==> config.mk <==
export PLATFORM = sky130hd
export DESIGN_NAME = bcd_dec_arbiter_flat
export DESIGN_NICKNAME = d
export VERILOG_FILES = /design/src/rtl/bcd_dec_arbiter_if.sv /design/src/rtl/bcd_dec_arbiter.sv /design/src/flat_wrapper.sv
export SDC_FILE = /design/constraint.sdc
export NUM_CORES = 1
export LEC_CHECK = 0
export CAP_MARGIN = 30
export CORE_MARGIN = 3
export CORE_UTILIZATION = 46
export CTS_CLUSTER_SIZE = 25
export DETAILED_ROUTE_END_ITERATION = 8
export PLACE_DENSITY = 0.8
export SLEW_MARGIN = 20
export SYNTH_ARGS = -nofsm -noshare
export SYNTH_HDL_FRONTEND = slang
export SYNTH_SLANG_ARGS = --single-unit
==> constraint.sdc <==
create_clock -name clk -period 2 [get_ports clk]
set_input_delay 0.5 -clock clk [delete_from_list [all_inputs] [get_ports clk]]
set_output_delay 0.5 -clock clk [all_outputs]
set_load 0.01 [all_outputs]
==> src/rtl/bcd_dec_arbiter_if.sv <==
// Handshake bundle between BCD requesters, the shared decoder arbiter and the
// downstream display consumer.
interface bcd_dec_arbiter_if #(
   parameter int NREQ = 4,
   parameter int IDW  = $clog2(NREQ)
);
   logic [NREQ-1:0]   req;
   logic [4*NREQ-1:0] code;
   logic [NREQ-1:0]   ack;
   logic [9:0]        dec_out;
   logic              dec_err;
   logic [IDW-1:0]    dec_id;
   logic              dec_valid;
   logic              dec_ready;

   // master: requesters plus downstream consumer; slave: the arbiter itself
   modport master (
      output req, code, dec_ready,
      input  ack, dec_out, dec_err, dec_id, dec_valid
   );

   modport slave (
      input  req, code, dec_ready,
      output ack, dec_out, dec_err, dec_id, dec_valid
   );
endinterface

==> src/rtl/bcd_dec_arbiter.sv <==
// Round-robin arbiter sharing one BCD-to-1-of-10 decoder between NREQ requesters;
// results leave under valid/ready, invalid codes are flagged and counted.
module bcd_dec_arbiter #(
   parameter int NREQ      = 4,
   parameter int IDW       = $clog2(NREQ),
   parameter int ERR_CNT_W = 8
) (
   input  logic                 clk,
   input  logic                 rst,
   bcd_dec_arbiter_if.slave     bus,
   output logic [ERR_CNT_W-1:0] err_cnt,
   output logic                 busy
);
   typedef enum logic [1:0] {
      ST_IDLE   = 2'd0,
      ST_DECODE = 2'd1,
      ST_RESP   = 2'd2
   } state_t;

   localparam logic [IDW-1:0]       LAST_ID = IDW'(NREQ - 1);
   localparam logic [ERR_CNT_W-1:0] ERR_MAX = '1;

   state_t               state_q, state_d;
   logic [IDW-1:0]       ptr_q, ptr_d;
   logic [IDW-1:0]       id_q, id_d;
   logic [3:0]           code_q, code_d;
   logic [NREQ-1:0]      ack_q, ack_d;
   logic [9:0]           dec_out_q, dec_out_d;
   logic                 dec_err_q, dec_err_d;
   logic [IDW-1:0]       dec_id_q, dec_id_d;
   logic                 dec_valid_q, dec_valid_d;
   logic [ERR_CNT_W-1:0] err_cnt_q, err_cnt_d;
   logic                 busy_q, busy_d;

   logic [3:0]           code_lane [NREQ];
   logic                 sel_found;
   logic [IDW-1:0]       sel_idx;
   int                   lane;
   logic [9:0]           onehot;
   logic                 code_bad;

   genvar gi;
   generate
      for (gi = 0; gi < NREQ; gi++) begin : g_lane
         assign code_lane[gi] = bus.code[4*gi +: 4];
      end
      // Codes 10..15 match no bit, so the invalid case decodes to all zeros
      for (gi = 0; gi < 10; gi++) begin : g_onehot
         assign onehot[gi] = (code_q == 4'(gi));
      end
   endgenerate

   assign code_bad = (code_q > 4'd9);

   // Scan from the far end back to ptr so the lane closest to ptr wins
   always_comb begin
      sel_found = 1'b0;
      sel_idx   = '0;
      lane      = 0;
      for (int k = NREQ - 1; k >= 0; k--) begin
         lane = int'(ptr_q) + k;
         if (lane >= NREQ) begin
            lane = lane - NREQ;
         end
         if (bus.req[lane]) begin
            sel_found = 1'b1;
            sel_idx   = lane[IDW-1:0];
         end
      end
   end

   always_comb begin
      state_d     = state_q;
      ptr_d       = ptr_q;
      id_d        = id_q;
      code_d      = code_q;
      ack_d       = ack_q;
      dec_out_d   = dec_out_q;
      dec_err_d   = dec_err_q;
      dec_id_d    = dec_id_q;
      dec_valid_d = dec_valid_q;
      err_cnt_d   = err_cnt_q;

      case (state_q)
         ST_IDLE: begin
            if (sel_found) begin
               code_d  = code_lane[sel_idx];
               id_d    = sel_idx;
               ack_d   = NREQ'(1) << sel_idx;
               state_d = ST_DECODE;
            end
         end
         ST_DECODE: begin
            ack_d       = '0;
            dec_out_d   = onehot;
            dec_err_d   = code_bad;
            dec_id_d    = id_q;
            dec_valid_d = 1'b1;
            if (code_bad && (err_cnt_q != ERR_MAX)) begin
               err_cnt_d = err_cnt_q + ERR_CNT_W'(1);
            end
            state_d = ST_RESP;
         end
         ST_RESP: begin
            if (bus.dec_ready) begin
               dec_valid_d = 1'b0;
               dec_out_d   = '0;
               dec_err_d   = 1'b0;
               dec_id_d    = '0;
               ptr_d       = (id_q == LAST_ID) ? '0 : id_q + IDW'(1);
               state_d     = ST_IDLE;
            end
         end
         default: begin
            ack_d       = '0;
            dec_valid_d = 1'b0;
            state_d     = ST_IDLE;
         end
      endcase

      busy_d = (state_d != ST_IDLE);
   end

   always_ff @(posedge clk or posedge rst) begin
      if (rst) begin
         state_q     <= ST_IDLE;
         ptr_q       <= '0;
         id_q        <= '0;
         code_q      <= '0;
         ack_q       <= '0;
         dec_out_q   <= '0;
         dec_err_q   <= 1'b0;
         dec_id_q    <= '0;
         dec_valid_q <= 1'b0;
         err_cnt_q   <= '0;
         busy_q      <= 1'b0;
      end else begin
         state_q     <= state_d;
         ptr_q       <= ptr_d;
         id_q        <= id_d;
         code_q      <= code_d;
         ack_q       <= ack_d;
         dec_out_q   <= dec_out_d;
         dec_err_q   <= dec_err_d;
         dec_id_q    <= dec_id_d;
         dec_valid_q <= dec_valid_d;
         err_cnt_q   <= err_cnt_d;
         busy_q      <= busy_d;
      end
   end

   assign bus.ack       = ack_q;
   assign bus.dec_out   = dec_out_q;
   assign bus.dec_err   = dec_err_q;
   assign bus.dec_id    = dec_id_q;
   assign bus.dec_valid = dec_valid_q;
   assign err_cnt       = err_cnt_q;
   assign busy          = busy_q;
endmodule
==> src/flat_wrapper.sv <==
// flat-port wrapper written by rule: the top's interface ports become plain ports
module bcd_dec_arbiter_flat 
#(
   parameter int NREQ      = 4,
   parameter int IDW       = $clog2(NREQ),
   parameter int ERR_CNT_W = 8
)
  (clk, rst, err_cnt, busy, bus_req, bus_code, bus_dec_ready, bus_ack, bus_dec_out, bus_dec_err, bus_dec_id, bus_dec_valid);
  bcd_dec_arbiter_if #(.NREQ(NREQ), .IDW(IDW)) bus_i ();
  input  logic clk;
  input  logic rst;
  output logic [ERR_CNT_W-1:0] err_cnt;
  output logic busy;
  input wire logic [$bits(bus_i.req)-1:0] bus_req;
  input wire logic [$bits(bus_i.code)-1:0] bus_code;
  input wire logic [$bits(bus_i.dec_ready)-1:0] bus_dec_ready;
  output wire logic [$bits(bus_i.ack)-1:0] bus_ack;
  output wire logic [$bits(bus_i.dec_out)-1:0] bus_dec_out;
  output wire logic [$bits(bus_i.dec_err)-1:0] bus_dec_err;
  output wire logic [$bits(bus_i.dec_id)-1:0] bus_dec_id;
  output wire logic [$bits(bus_i.dec_valid)-1:0] bus_dec_valid;
  assign bus_i.req = bus_req;
  assign bus_i.code = bus_code;
  assign bus_i.dec_ready = bus_dec_ready;
  assign bus_ack = bus_i.ack;
  assign bus_dec_out = bus_i.dec_out;
  assign bus_dec_err = bus_i.dec_err;
  assign bus_dec_id = bus_i.dec_id;
  assign bus_dec_valid = bus_i.dec_valid;
  bcd_dec_arbiter #(.NREQ(NREQ), .IDW(IDW), .ERR_CNT_W(ERR_CNT_W)) u_core (.clk(clk), .rst(rst), .bus(bus_i), .err_cnt(err_cnt), .busy(busy));
endmodule
==> out/qor.yml <==
syn_area_um2: 1670
wl_met2_um: 1770
num_io_pins: 50
final_cells: 260
vias: 1370
grt.overflow.total: 0
die_x_um: 66.2
post-place-cells: 252
drt-total-wl_um: 3630
setup_viol_count_final: 0
avgSynthCellArea_um2: 11.3
antenna_found_initial: 0
slew_headroom_pct: 70.5
r2r-end: "u_core.code_q[2]"
syn-num-nets: 173
dieHeight_um: 66.2
skew_ns: 0.0132
arrival_ns: 2.22
synth-seq-area-share_pct: 55.5
critical_path.max_fanout: 7
place_hpwl_um: 2860
diodes: 0
cap_violations: 0
fin_crit_sh_pct: 98.6
total_power_mw: 3.31
r2r.worst_path.cells: 3
fmax_ghz: 0.507
grt_pass1_wl_um: 6040
cts_buffers: 5
dieArea_um2: 4380
synthDistinctLibCells: 34
synth_seq_cells: 37
synth_ff_type: "dfrtp_1"
start_util_pct: 48.8
hold_violations: 0
drive_gt1_share_pct: 12.6
final_common_cell: "clkdlybuf4s50_1"
clk_pin_slew_ns: 0.11
coreArea_um2: 3420
ys.warnings.count: 0
cts_resized: 0
hp-class: "reg2reg"
first_pass_iters: 4
r2r_setup_slack_ns: 0.31
placementRows: 21
h-tree-depth: 2
rr_startpoint: "u_core.state_q[1]"
cts.sinks: 37
maxUsedRoutingLayer: "met4"
clock_path_buffers: 2
powerDensity_nw_per_um2: 1400
fin_area_um2: 2370
p_leak_nw: 1.08
cts_root_buffer: "clkbuf_4"
layout_common_cells: "clkdlybuf4s50_1 (49), dfrtp_1 (37), nand2_1 (22)"
clk_latency_ns: 0.34
tightest_slew_ns: 0.442
required_ns: 2.24
drtAntennaViolNets: 0
ir_worst_vdd_uv: 599
gp_congestion: 0.814
grt_max_degree: 38
routedWlPerCell_um: 14.0
initialDrtViolationCount: 79
startpoint_type: "input port"
via_per_inst: 5.27
wl_met1_um: 1560
synth_cells: 148
grt_pass1_vias: 1366
fin_nets: 238
area_growth_pct: 42.2
io_buffer_count: 49
cts_tree: "built"
path_class: "in2reg"
crit_end: "u_core.code_q[2]"
drc_errors: 0
finalCriticalPeriod_ns: 1.97
cp-startpoint: "bus_req[3]"
placed_area_um2: 2290
slew_violations: 0
status: "finished, final reports clean"
end_kind: "flop"
synth_edf_count: 0
async_flop_share_pct: 100
rsz0062_at_grt: "false"
grt_usage_pct: 18.4
met3_length_um: 254
## worst max-delay path: stages
cell	delay, ns
clkdlybuf4s50_1	0.50
nor4_1	0.08
or3_1	0.34
or4_4	0.59
o221ai_1	0.20
## where the power goes
group / internal, mW / leakage (nW) / switching (mW) / total [mW]
Sequential: 1.03 / 0.484 / 0.249 / 1.28
Combinational: 0.819 / 0.547 / 0.681 / 1.50
Clock: 0.299 / 0.0455 / 0.236 / 0.535
## per-layer routing
metal,vias up,GRT usage [%]
li1,668,-
met1,641,23.0
met2,54,30.0
met3,7,4.59
met4,0,8.38
met5,-,0
## cells by family after synthesis
group	count (synthesis)	share of synthesized area, %
AND/OR/NAND/NOR	52	15.4
flip-flops	37	55.5
AO/OA/AOI/OAI	30	14.3
multiplexers	11	6.75
buffers and inverters	9	2.93
XOR/XNOR	7	3.68
adder cells (fa/ha/maj)	2	1.50
## repair_timing
item / CTS / global route
setup buffers: 0 / 0
setup endpoints to repair: 0 / 3
hold buffers: 0 / 0
## per-stage QoR
| stage | utilization (%) | hold WS, ns | TNS (ns) | setup WS [ns] |
|---|---|---|---|---|
| final | 69.5 | 0.505 | 0 | 0.0281 |
| after floorplan | - | 0.471 | 0 | 0.109 |
| after global placement | 67.0 | 0.464 | -1.56 | -0.259 |
| after detailed placement | 67.0 | 0.486 | -2.37 | -0.339 |
| after CTS | 69.5 | 0.508 | 0 | 0.0145 |
| after global routing | 69.5 | 0.527 | 0 | 0.00321 |
## synth_stat cells (3+ instances only)
cell type	number	area share (%)
nor2_1	8	1.8
mux2i_1	9	5.4
xor2_1	3	1.6
nand4_1	6	2.3
xnor2_1	4	2.1
inv_1	4	0.90
o21ai_1	4	1.2
nand2_1	22	5.0
a21oi_1	3	0.90
dfrtp_1	37	56
nor2b_1	3	1.1
a22o_1	11	5.8
## worst min path at each step
stage | start | endpoint | slack, ns | depth (start not counted)
after floorplan | u_core.ptr_q[0] | u_core.ptr_q[0] | 0.47 | 2
after global placement | u_core.bus.dec_out[3] | u_core.bus.dec_out[3] | 0.46 | 2
after detailed placement | u_core.bus.dec_valid | u_core.bus.dec_valid | 0.49 | 1
after CTS | u_core.err_cnt[7] | u_core.err_cnt[7] | 0.51 | 1
after global routing | u_core.bus.dec_out[7] | u_core.bus.dec_out[7] | 0.53 | 2
final | u_core.bus.dec_out[3] | u_core.bus.dec_out[3] | 0.51 | 2
## final cells by class
type / count / area (um2)
multi-input cells: 102 / 693
flip-flops and latches: 37 / 926
clock buffers: 7 / 55.1
clock inverters: 1 / 30.0
fillers: 252 / 1040
well taps: 46 / 57.6
inverters: 4 / 15.0
repair buffers: 63 / 596
## registers in the layout, indices dropped and copies added, names as in the netlist, 2 cells and up
register            flops
u_core.bus.ack          4
u_core.bus.dec_id       2
u_core.bus.dec_out     10
u_core.code_q           4
u_core.err_cnt          8
u_core.id_q             2
u_core.ptr_q            2
u_core.state_q          2
No activity file was read; power rests on OpenSTA's default activity.
==> RTL change 1 (config.mk and constraints unchanged) <==
`NREQ` is set to 4 in 3 places; all go to 8.
--- a/src/rtl/bcd_dec_arbiter_if.sv
+++ b/src/rtl/bcd_dec_arbiter_if.sv
@@ -2,5 +2,5 @@
 // downstream display consumer.
 interface bcd_dec_arbiter_if #(
-   parameter int NREQ = 4,
+   parameter int NREQ = 8,
    parameter int IDW  = $clog2(NREQ)
 );
--- a/src/rtl/bcd_dec_arbiter.sv
+++ b/src/rtl/bcd_dec_arbiter.sv
@@ -2,5 +2,5 @@
 // results leave under valid/ready, invalid codes are flagged and counted.
 module bcd_dec_arbiter #(
-   parameter int NREQ      = 4,
+   parameter int NREQ      = 8,
    parameter int IDW       = $clog2(NREQ),
    parameter int ERR_CNT_W = 8
--- a/src/flat_wrapper.sv
+++ b/src/flat_wrapper.sv
@@ -2,5 +2,5 @@
 module bcd_dec_arbiter_flat 
 #(
-   parameter int NREQ      = 4,
+   parameter int NREQ      = 8,
    parameter int IDW       = $clog2(NREQ),
    parameter int ERR_CNT_W = 8
Interface: changed (resized bus_ack, bus_code, bus_dec_id and bus_req); port bits go from 50 to 75. The function was not compared with the original's and may differ.
==> RTL change 1 against the unedited design <==
  * The flow now finishes with violations (negative setup slack)
  * Area after synthesis rose by 110%
  * Cell area rose by 150%
  * Setup slack got worse by 1.4 ns
  * Sequential cell count rose by 7
  * Maximum frequency fell by 41%
  * Routed wire length rose to 4.2 times the old value
Power is left out: the tool's default activity adds up to more than one toggle a clock period on the data nets, which glitch-free logic cannot reach.
==> RTL change 1: results (changes against the unedited design) <==
- Initial Utilization: 48.88% (was 48.83%)
- The share of the core filled with cells is 83.58% (was 69.45%).
- Met2 layer usage reported by global route: 47.85% (was 29.99%)
* Total negative slack: -17.61 ns (was 0 ns)
- The cell area after synthesis is 3431 µm² (was 1668 µm²).
* Number of global-route vias before repair: 3838 (was 1366)
- The routed wirelength normalized by instance count came to 23.82 µm (was 13.98 µm).
- Outcome: complete, but fails checks (was finished clean).
- Routed wire length on met3: 1.296 mm (was 254 µm)
- The share of final-layout standard cells stronger than drive strength 1 came to 42.86% (was 12.62%).
* Half-perimeter wire length after detailed placement: 8.043 mm (was 2.863 mm)
- The average instance area after synthesis is 9.451 µm² (was 11.27 µm²).
* Final setup margin: -1.350 ns (was 0.02807 ns)
* Post-place instance area: 4833 µm² (was 2287 µm²)
* Commonest cells in the netlist: sky130_fd_sc_hd__dfrtp_1, sky130_fd_sc_hd__nand2_1, sky130_fd_sc_hd__mux2i_1, sky130_fd_sc_hd__nor2_1, sky130_fd_sc_hd__nor3_1 (was sky130_fd_sc_hd__dfrtp_1, sky130_fd_sc_hd__nand2_1, sky130_fd_sc_hd__a22o_1)
- The transition time at the pin with the least slew margin came to 0.6259 ns (was 0.4420 ns).
- The worst setup path startpoint is u_core.ptr_q[1] (was bus_req[3]).
- The number of design-rule violations left by the first detailed-router iteration is 474 (was 79).
- Final Wtd Congestion: 0.8951 (was 0.8143)
* Buffer type at the clock tree root: sky130_fd_sc_hd__clkbuf_8 (was sky130_fd_sc_hd__clkbuf_4)
- Number of cells on the worst reg-to-reg path: 11 (was 3)
- CTS clock-pin slew for the worst setup and hold paths: 0.09 ns (was 0.11 ns)
- The worst clock skew came to 0.01644 ns (was 0.01316 ns).
- Crit-path leading delay family: compound AO/OA/AOI/OAI gates (was simple AND/OR/NAND/NOR gates)
- Met3 routing resource usage after global routing: 4.874% (was 4.592%)
- Largest stage delay, worst path: 0.53 ns (was 0.59 ns)
- Path class of the lowest-slack min-delay path: flip-flop to flip-flop (unchanged)
- Total routing resource utilization after global routing: 26.90% (was 18.45%)
- Syn nets: 411 (was 173)
- The count of final setup violators was 17 (was 0).
- The later-pin clock latency in the skew report is 0.30 ns (was 0.34 ns).
- Placed Cells: 591 (was 252)
- Number of distinct library cells after synthesis: 64 (was 34)
- The arrival time of data at the critical path endpoint is 3.54 ns (was 2.22 ns).
* Global-route wire length before repair: 18.54 mm (was 6.044 mm)
- The post-layout instance count excluding filler cells is 635 (was 260).
- Violated checks: negative setup slack
- The largest driver fanout on the critical path was 9 (was 7).
* Met1 routing resource usage after global routing: 31.74% (was 22.99%)
* Via density per instance: 6.608 (was 5.269)
- The critical path's slowest cell was sky130_fd_sc_hd__o221ai_1 (was sky130_fd_sc_hd__or4_4).
- The met2 wirelength from detailed routing came to 7.435 mm (was 1.772 mm).
-- RTL change 1: changes by cell type after synthesis, sizes merged, moves of 8 or more --
cell | before | now
nand2 | 22 | 30
o21ai | 6 | 15
nor3 | 1 | 20
clkbuf | 2 | 14
mux2i | 9 | 25
a21oi | 3 | 18
nor2 | 8 | 23
o211ai | 0 | 9
mux2 | 2 | 13
nand3 | 2 | 11
-- RTL change 1: cell families (layout without fill, tap and decap cells) --
kind of cell / after synthesis / in the layout / share of synthesized area (%)
compound gates: 110 / 110 / 24.25
flops: 44 / 44 / 32.09
fa+ha+maj: 5 / 5 / 1.823
mux: 43 / 43 / 15.57
simple gates: 121 / 121 / 17.87
xor+xnor: 12 / 12 / 4.267
buf+inv: 28 / 204 / 4.121
-- RTL change 1: final cells by class --
type | instances | area share, %
Timing Repair Buffer | 189 | 29.56
Clock inverter | 1 | 0.5118
Tap cell | 96 | 2.047
Clock buffer | 7 | 1.642
Sequential cell | 44 | 18.79
Inverter | 7 | 0.4479
Multi-Input combinational cell | 291 | 47.00
-- RTL change 1: timing repair --
action,in CTS,in global routing
buffers inserted,20,18
gates resized for setup,76,68
gates cloned,0,1
endpoints found under the setup margin,17,17
pin swaps,20,15
-- RTL change 1: worst min path at each step --
stage	cells past startpoint	startpoint	slack, ns	end
finish	1	u_core.err_cnt[5]	0.51	u_core.err_cnt[5]
global route	1	u_core.bus.dec_out[4]	0.53	u_core.bus.dec_out[4]
CTS	2	u_core.bus.dec_err	0.50	u_core.bus.dec_err
detailed placement	2	u_core.bus.dec_err	0.48	u_core.bus.dec_err
global placement	2	u_core.bus.ack[2]	0.47	u_core.bus.ack[2]
floorplan	1	u_core.id_q[0]	0.48	u_core.ptr_q[0]
==> RTL change 2 (same flow settings) <==
Without the edit above. Re-encode `state_t` (3 states) as one-hot, 3 bits wide.
--- a/src/rtl/bcd_dec_arbiter.sv
+++ b/src/rtl/bcd_dec_arbiter.sv
@@ -12,8 +12,8 @@
    output logic                 busy
 );
-   typedef enum logic [1:0] {
-      ST_IDLE   = 2'd0,
-      ST_DECODE = 2'd1,
-      ST_RESP   = 2'd2
+   typedef enum logic [2:0] {
+      ST_IDLE   = 3'b001,
+      ST_DECODE = 3'b010,
+      ST_RESP   = 3'b100
    } state_t;
 
Check against the original RTL: no difference found for any inputs over 10 cycles, from zero or initial values and one cycle with rst high; not proved beyond that.
==> RTL change 2 against the unedited design <==
  * Sequential cell count increased by 1
  * Setup slack improved by 0.097 ns
  * Power increased by 1.0%
  * Cell area increased by 6.5%
  * Maximum frequency increased by 5.2%
  * Area after synthesis increased by 7.9%
  * Count of clock-buffer cells in the layout unchanged
  * Routed wire length increased by 4.9%
  * Critical endpoint is now u_core.code_q[1]
==> RTL change 2: results (changes against the unedited design) <==
* Count of plain and timing-repair buffers: 61 (was 63)
- Post-Place Worst Slack: -0.2188 ns (was -0.3393 ns)
- Clock distribution area overhead in the final layout: 3.020% (was 3.586%)
- Multi-Input Combinational: 120 (was 102)
* Pin count of the biggest net entering global routing: 39 (was 38)
- The number of nets produced by synthesis is 196 (was 173).
- The average instance area after synthesis came to 10.52 µm² (was 11.27 µm²).
* Top cells by area, synth: sky130_fd_sc_hd__dfrtp_1, sky130_fd_sc_hd__mux2i_1, sky130_fd_sc_hd__nand2_1 (was sky130_fd_sc_hd__dfrtp_1, sky130_fd_sc_hd__a22o_1, sky130_fd_sc_hd__mux2i_1)
- The global-route met2 utilization came to 28.96% (was 29.99%).
* Post-place instance area: 2437 µm² (was 2287 µm²)
- The post-placement cell count is 274 (was 252).
- The fraction of standard cell area that is sequential was 37.67% (was 39.03%).
- Post-Layout Inst Area: 2527 µm² (was 2372 µm²)
- The met3 usage in global routing was 4.862% (was 4.592%).
* Number of flip-flops and latches: 38 (was 37)
- Routed length on met1: 1.827 mm (was 1.559 mm)
- The power drawn by the combinational cells came to 1.55 mW (was 1.50 mW).
* Vias after detailed routing: 1502 (was 1370)
* Pin slew with the least headroom to its limit: 0.5528 ns (was 0.4420 ns)
- The per-cell via count in the routed design came to 5.345 (was 5.269).
- Met2 layer wire length in the routed design: 1.756 mm (was 1.772 mm)
- The switching power share of the total was 36.46% (was 35.19%).
- The worst clock skew came to 0.003551 ns (was 0.01316 ns).
- Outcome: finished clean (unchanged)
- The share of power burned in registers is 39.3% (was 38.6%).
* Largest stage delay, worst path: 0.44 ns (was 0.59 ns)
* Critical Path Slowest Stage Cell: sky130_fd_sc_hd__clkdlybuf4s50_1 (was sky130_fd_sc_hd__or4_4)
- The cell leakage power was 1.137 nW (was 1.076 nW).
- DRC marker count from the first detailed-route iteration: 82 (was 79)
- The overall global routing resource usage is 17.80% (was 18.45%).
* Final Wtd Congestion: 0.7919 (was 0.8143)
* Number of cell rows: 22 (was 21)
* Clock Latency Late Sink: 0.28 ns (was 0.34 ns)
- The largest driver fanout on the critical path was 6 (was 7).
- The number of fill cells is 309 (was 252).
- Fraction of layout instances using a drive strength above 1: 11.16% (was 12.62%)
- CTS clock-pin slew for the worst setup and hold paths: 0.07 ns (was 0.11 ns)
* Commonest cells in the netlist: sky130_fd_sc_hd__dfrtp_1, sky130_fd_sc_hd__nand2_1, sky130_fd_sc_hd__nor2_1 (was sky130_fd_sc_hd__dfrtp_1, sky130_fd_sc_hd__nand2_1, sky130_fd_sc_hd__a22o_1)
- The met1 demand-to-capacity share in global routing was 22.92% (was 22.99%).
* Max VDD drop: 682.4 µV (was 599.4 µV)
- Share of the yosys chip area belonging to registers: 52.92% (was 55.51%)
* Routed wire length on met3: 184 µm (was 254 µm)
- Half-perimeter wire length after detailed placement: 2.909 mm (was 2.863 mm)
- The multi-input combinational cell area is 804.5 µm² (was 693.2 µm²).
* Number of distinct library cells after synthesis: 41 (was 34)
- The count of inverters not on the clock network in the layout was 7 (was 4).
- Data arrival time of the critical path: 2.02 ns (was 2.22 ns)
RTL change 2: cell families after synthesis:
kind of cell,after synthesis,synth area share (%)
AND/OR/NAND/NOR,61,16.76
AO/OA/AOI/OAI,39,16.27
flip-flops,38,52.92
buffers and inverters,13,2.990
multiplexers,11,6.259
XOR/XNOR,7,3.408
adder cells (fa/ha/maj),2,1.391
RTL change 2: final timing paths:
check / startpoint / endpoint / slack (ns) / cells after the start
min in group asynchronous: rst / u_core.bus.dec_valid / 0.58 / 3
max in group asynchronous: rst / u_core.state_q[0] / 1.18 / 3
max reg2reg: u_core.state_q[2] / u_core.err_cnt[1] / 0.26 / 4
max: bus_req[2] / u_core.code_q[1] / 0.12 / 7
min reg2reg: u_core.bus.dec_out[6] / u_core.bus.dec_out[6] / 0.48 / 2
min: u_core.bus.dec_out[6] / u_core.bus.dec_out[6] / 0.48 / 2
